--- src/rtl/countdown_counter_pkg.sv ---
// Shared types and defaults for the loadable countdown counter.
package countdown_counter_pkg;

  localparam int CNT_WIDTH_DEFAULT = 4;

  typedef enum logic [1:0] {
    IDLE = 2'd0,
    RUN  = 2'd1,
    DONE = 2'd2
  } state_t;

endpackage

--- src/rtl/countdown_counter_if.sv ---
// Start-value load port: valid/ready handshake plus the value.
interface countdown_counter_if
  import countdown_counter_pkg::*;
#(
  parameter int WIDTH = CNT_WIDTH_DEFAULT
);

  logic             load_valid;
  logic             load_ready;
  logic [WIDTH-1:0] load_val;

  modport master (
    output load_valid,
    output load_val,
    input  load_ready
  );

  modport slave (
    input  load_valid,
    input  load_val,
    output load_ready
  );

endinterface

--- src/rtl/countdown_counter_decrementor.sv ---
// Combinational minus-one, the mirror of the incrementor.
module decrementor #(
  parameter int WIDTH = 4
) (
  input  logic [WIDTH-1:0] inp,
  output logic [WIDTH-1:0] o
);

  assign o = inp - WIDTH'(1);

endmodule

--- src/rtl/countdown_counter.sv ---
// Loadable down-counter with one-cycle done pulse and optional auto-reload.
module countdown_counter
  import countdown_counter_pkg::*;
#(
  parameter int WIDTH       = CNT_WIDTH_DEFAULT,
  parameter bit AUTO_RELOAD = 1'b0
) (
  input  logic                clk,
  input  logic                rst,
  countdown_counter_if.slave  load,
  input  logic                en,
  input  logic                abort,
  output logic [WIDTH-1:0]    count,
  output logic                busy,
  output logic                done
);

  state_t           state;
  state_t           state_n;
  logic [WIDTH-1:0] count_n;
  logic [WIDTH-1:0] reload;
  logic [WIDTH-1:0] reload_n;
  logic [WIDTH-1:0] dec;

  decrementor #(
    .WIDTH(WIDTH)
  ) u_dec (
    .inp(count),
    .o  (dec)
  );

  always_ff @(posedge clk) begin
    if (rst) begin
      state  <= IDLE;
      count  <= '0;
      reload <= '0;
    end else begin
      state  <= state_n;
      count  <= count_n;
      reload <= reload_n;
    end
  end

  // abort wins over both the decrement and the DONE exit
  always_comb begin
    state_n  = state;
    count_n  = count;
    reload_n = reload;
    unique case (state)
      IDLE: begin
        if (load.load_valid) begin
          count_n  = load.load_val;
          reload_n = load.load_val;
          state_n  = (load.load_val != '0) ? RUN : DONE;
        end
      end
      RUN: begin
        if (abort) begin
          state_n = IDLE;
        end else if (en) begin
          count_n = dec;
          if (count == WIDTH'(1)) state_n = DONE;
        end
      end
      DONE: begin
        if (abort) begin
          state_n = IDLE;
        end else if (AUTO_RELOAD && reload != '0) begin
          count_n = reload;
          state_n = RUN;
        end else begin
          state_n = IDLE;
        end
      end
      default: state_n = IDLE;
    endcase
  end

  assign load.load_ready = (state == IDLE);
  assign busy            = (state != IDLE);
  assign done            = (state == DONE);

endmodule

--- src/flat_wrapper.sv ---
// flat-port wrapper written by rule: the top's interface ports become plain ports
module countdown_counter_flat import countdown_counter_pkg::*;
#(
  parameter int WIDTH       = CNT_WIDTH_DEFAULT,
  parameter bit AUTO_RELOAD = 1'b0
)
  (clk, rst, en, abort, count, busy, done, load_load_valid, load_load_val, load_load_ready);
  countdown_counter_if #(.WIDTH(WIDTH)) load_i ();
  input  logic clk;
  input  logic rst;
  input  logic en;
  input  logic abort;
  output logic [WIDTH-1:0] count;
  output logic busy;
  output logic done;
  input wire logic [$bits(load_i.load_valid)-1:0] load_load_valid;
  input wire logic [$bits(load_i.load_val)-1:0] load_load_val;
  output wire logic [$bits(load_i.load_ready)-1:0] load_load_ready;
  assign load_i.load_valid = load_load_valid;
  assign load_i.load_val = load_load_val;
  assign load_load_ready = load_i.load_ready;
  countdown_counter #(.WIDTH(WIDTH), .AUTO_RELOAD(AUTO_RELOAD)) u_core (.clk(clk), .rst(rst), .load(load_i), .en(en), .abort(abort), .count(count), .busy(busy), .done(done));
endmodule
--- config.mk ---
export PLATFORM = sky130hd
export DESIGN_NAME = countdown_counter_flat
export DESIGN_NICKNAME = d
export VERILOG_FILES = /design/src/rtl/countdown_counter_pkg.sv /design/src/rtl/countdown_counter_if.sv /design/src/rtl/countdown_counter_decrementor.sv /design/src/rtl/countdown_counter.sv /design/src/flat_wrapper.sv
export SDC_FILE = /design/constraint.sdc
export NUM_CORES = 1
export LEC_CHECK = 0
export ABC_CLOCK_PERIOD_IN_PS = 3700
export CORE_AREA = 2 2 39 41
export CTS_CLUSTER_SIZE = 30
export DETAILED_ROUTE_END_ITERATION = 8
export DIE_AREA = 0 0 41 43
export MAX_ROUTING_LAYER = met4
export PLACE_DENSITY_LB_ADDON = 0.12
export SETUP_SLACK_MARGIN = 0.3
export SLEW_MARGIN = 15
export SYNTH_ARGS = -nofsm -noshare
export SYNTH_HDL_FRONTEND = slang
export SYNTH_SLANG_ARGS = --single-unit
--- constraint.sdc ---
create_clock -name clk -period 3.7 [get_ports clk]
set_clock_uncertainty 0.2 [all_clocks]
set_input_delay 0.555 -clock clk [delete_from_list [all_inputs] [get_ports clk]]
set_output_delay 0.555 -clock clk [all_outputs]
set_load 0.1 [all_outputs]
==> impl_metrics.json <==
{
  "max-vdd-ir-drop_mv": 0.1906,
  "drt_iter0_drc": 16,
  "ctsResizeCount": 0,
  "ff2ff_path_depth": 3,
  "route.detailed.wl_per_inst_um": 14.44,
  "cts_max_path_buffers": 2,
  "post-dp-hpwl_um": 848.6,
  "post-cts-setup-buffer-count": 0,
  "yosysUniqueCellTypes": 24,
  "drt-total-wl_mm": 1.155,
  "post_drt_via_cell_ratio": 5.388,
  "clock-root-buffer": "sky130_fd_sc_hd__clkbuf_4",
  "syn_inst": 48,
  "cts-buffers-inserted": 3,
  "timing.final.crit_period_ns": 2.560,
  "first_pass_grt_wire_length_mm": 1.959,
  "yosys-top-cells-area": "sky130_fd_sc_hd__dfxtp_1 (27%), sky130_fd_sc_hd__ha_1 (5.6%), sky130_fd_sc_hd__buf_6 (5.1%)",
  "synthDominantAreaCellType": "sky130_fd_sc_hd__dfxtp_1",
  "cp.arrival_ns": 1.80,
  "antenna_violating_nets_post_route": 0,
  "worstHoldStart": "u_core.count[2]",
  "path_clk_slew_ns": 0.05,
  "final.hold.worst_slack_ns": 0.3336,
  "crit_chain": "clkdlybuf4s50_1",
  "synth_seq_cells": 6,
  "portBuffers": 15,
  "remaining_drc_errors": 0,
  "die_height_um": 43,
  "number_of_hold_repair_buffers_added_at_the_cts_stage": 0,
  "cell_with_the_biggest_individual_delay_on_the_critical_path": "sky130_fd_sc_hd__clkdlybuf4s50_1",
  "drt_pre_antenna_iters": 4,
  "largest_net_degree_at_the_start_of_global_routing": 11,
  "max_stage_delay_ns": 1.16,
  "finalNetCount": 77,
  "dr_total_vias": 431,
  "result_of_the_run": "complete, no violations",
  "clk_sinks": 6,
  "holdPathEnd": "u_core.count[2]",
  "tightestPinTransition_ns": 0.9658,
  "maxSlewHeadroom_pct": 35.41,
  "grt_antenna_before_repair": 0,
  "final_layout_size_suffix_gt1_share_pct": 17.19,
  "die-area_um2": 1763,
  "seq_area_frac_synth_pct": 27.04,
  "yosysTopAreaCellShare_pct": 27.04,
  "achievable-frequency_ghz": 0.3906,
  "power.total_mw": 0.2520,
  "cp_top_family": "buffers and inverters",
  "syn_to_final_growth_pct": 37.18,
  "global_route.usage.total_pct": 16.82,
  "net_count_after_synthesis": 59,
  "grt.overflow.total": 0,
  "power.density_nw_per_um2": 413.6,
  "fin_cells": 80,
  "finalSetupViolations": 0,
  "design_area_um2": 609.3,
  "coreArea_um2": 1384,
  "num_io_pins": 16,
  "critical_path.startpoint_type": "register",
  "via_count_of_the_first_global_routing_pass": 395,
  "total_leakage_power_nw": 0.2256,
  "finalHoldViolCount": 0,
  "setup-tns-final_ns": 0,
  "timing.max_cap.violations": 0,
  "placed_area_um2": 586.8,
  "final_min_period_over_clock_period_pct": 69.19,
  "required_time_at_the_endpoint_of_the_critical_path_ns": 2.94,
  "worstSetupPathType": "reg2out",
  "worst-path-max-fanout": 5,
  "unrepaired_setup_endpoints_after_global_routing": "no",
  "antennaDiodeCount": 0,
  "finalMaxSlewViolations": 0,
  "critical_path.n_buffers_inverters": 1,
  "initial_core_util_pct": 32.10,
  "finalWeightedCongestion": 0.7144,
  "rows": 14,
  "startpoint_of_the_lowest_slack_register_to_register_path": "u_core.state[1]",
  "die-width_um": 41,
  "numPlacedInstances": 77,
  "worst_r2r_endpoint": "u_core.count[1]",
  "reg2reg_slack_ns": 2.07,
  "hold-path-cell-count": 2,
  "synth_warnings": 0,
  "cts.htree.levels": 1,
  "syn-cell-area_um2": 444.2,
  "tritoncts": "built",
  "end_kind": "primary output",
  "synth.avg_cell_area_um2": 9.254,
  "clkLatencyLatePin_ns": 0.25,
  "path_class_of_the_lowest_slack_min_delay_path": "reg2reg"
}
## cell families (layout without fill, tap and decap cells)
group / after synthesis / count (layout) / synth area share [%]
fa+ha+maj: 2 / 2 / 5.633
compound gates: 13 / 13 / 22.54
flops: 6 / 6 / 27.04
simple gates: 21 / 21 / 36.34
buf+inv: 6 / 22 / 8.449
## Yosys cell counts (all sizes together)
cell,count
o32ai,2
nor3b,3
nor2,2
o22a,2
nand2b,4
a21oi,4
nor3,4
nor2b,2
or2,1
a211oi,1
o22ai,1
a221oi,1
buf,2
dfxtp,6
nor4,1
a22oi,1
nor4bb,2
and4bb,1
inv,4
ha,2
or3,1
a32oi,1
## placed cells by master (no fill, tap or decap), types with 2 or more instances in the layout
cell	netlist	layout
sky130_fd_sc_hd__o32ai_1	2	2
sky130_fd_sc_hd__buf_4	0	3
sky130_fd_sc_hd__nor4bb_1	2	2
sky130_fd_sc_hd__ha_1	2	2
sky130_fd_sc_hd__o22a_1	2	2
sky130_fd_sc_hd__nor3b_1	2	2
sky130_fd_sc_hd__a21oi_1	4	4
sky130_fd_sc_hd__inv_1	4	4
sky130_fd_sc_hd__nor3_1	4	4
sky130_fd_sc_hd__dfxtp_1	6	6
sky130_fd_sc_hd__clkbuf_4	0	3
sky130_fd_sc_hd__clkdlybuf4s50_1	0	12
sky130_fd_sc_hd__nor2b_1	2	2
sky130_fd_sc_hd__nand2b_1	3	3
## worst max path at each step
stage	cells past startpoint	startpoint	endpoint
final	1	u_core.count[2]	count[2]
after CTS	1	u_core.count[2]	count[2]
after global placement	1	u_core.count[0]	count[0]
after detailed placement	1	u_core.count[2]	count[2]
after global routing	1	u_core.count[2]	count[2]
after floorplan	3	u_core.state[0]	busy
## metal layers
layer / vias to the layer above / part of all wire (%) / wire length, um / global-route usage (%)
met1: 194 / 47 / 546 / 24.03
met3: 4 / 4.8 / 55 / 4.712
met2: 15 / 46 / 536 / 21.25
met4: 0 / 1.5 / 17 / 8.000
li1: 218 / - / - / -
met5: - / 0 / 0 / -
## final cells by class
class,count,area (um^2)
Multi-Input combinational cell,36,289.0
Tap cell,16,20.02
Sequential cell,6,120.1
Fill cell,147,774.5
Inverter,4,15.01
Timing Repair Buffer,15,142.6
Clock buffer,3,22.52
## sequential cells by signal, summed over array words and instances (netlist names)
signal        count
u_core.count      4
u_core.state      2
## power by group
group	internal, mW	switching, mW	total (mW)
Clock	0.0370	0.0283	0.0653
Sequential	0.0702	0.00847	0.0787
Combinational	0.0364	0.0715	0.108
## stage by stage
stage / worst slack, ns / utilization [%]
2_1_floorplan: 0.9544 / -
3_3_place_gp: 1.412 / 42.41
3_5_place_dp: 1.398 / 42.41
4_1_cts: 1.123 / 44.03
5_1_grt: 1.075 / 44.03
6_report: 1.140 / 44.03
## worst reg2reg max path: cells and delay by family (launching register included)
family          cells  cell delay [ns]
compound gates      1             0.24
flops               1             0.56
simple gates        2             0.54
(Power assumes the default switching activity.)
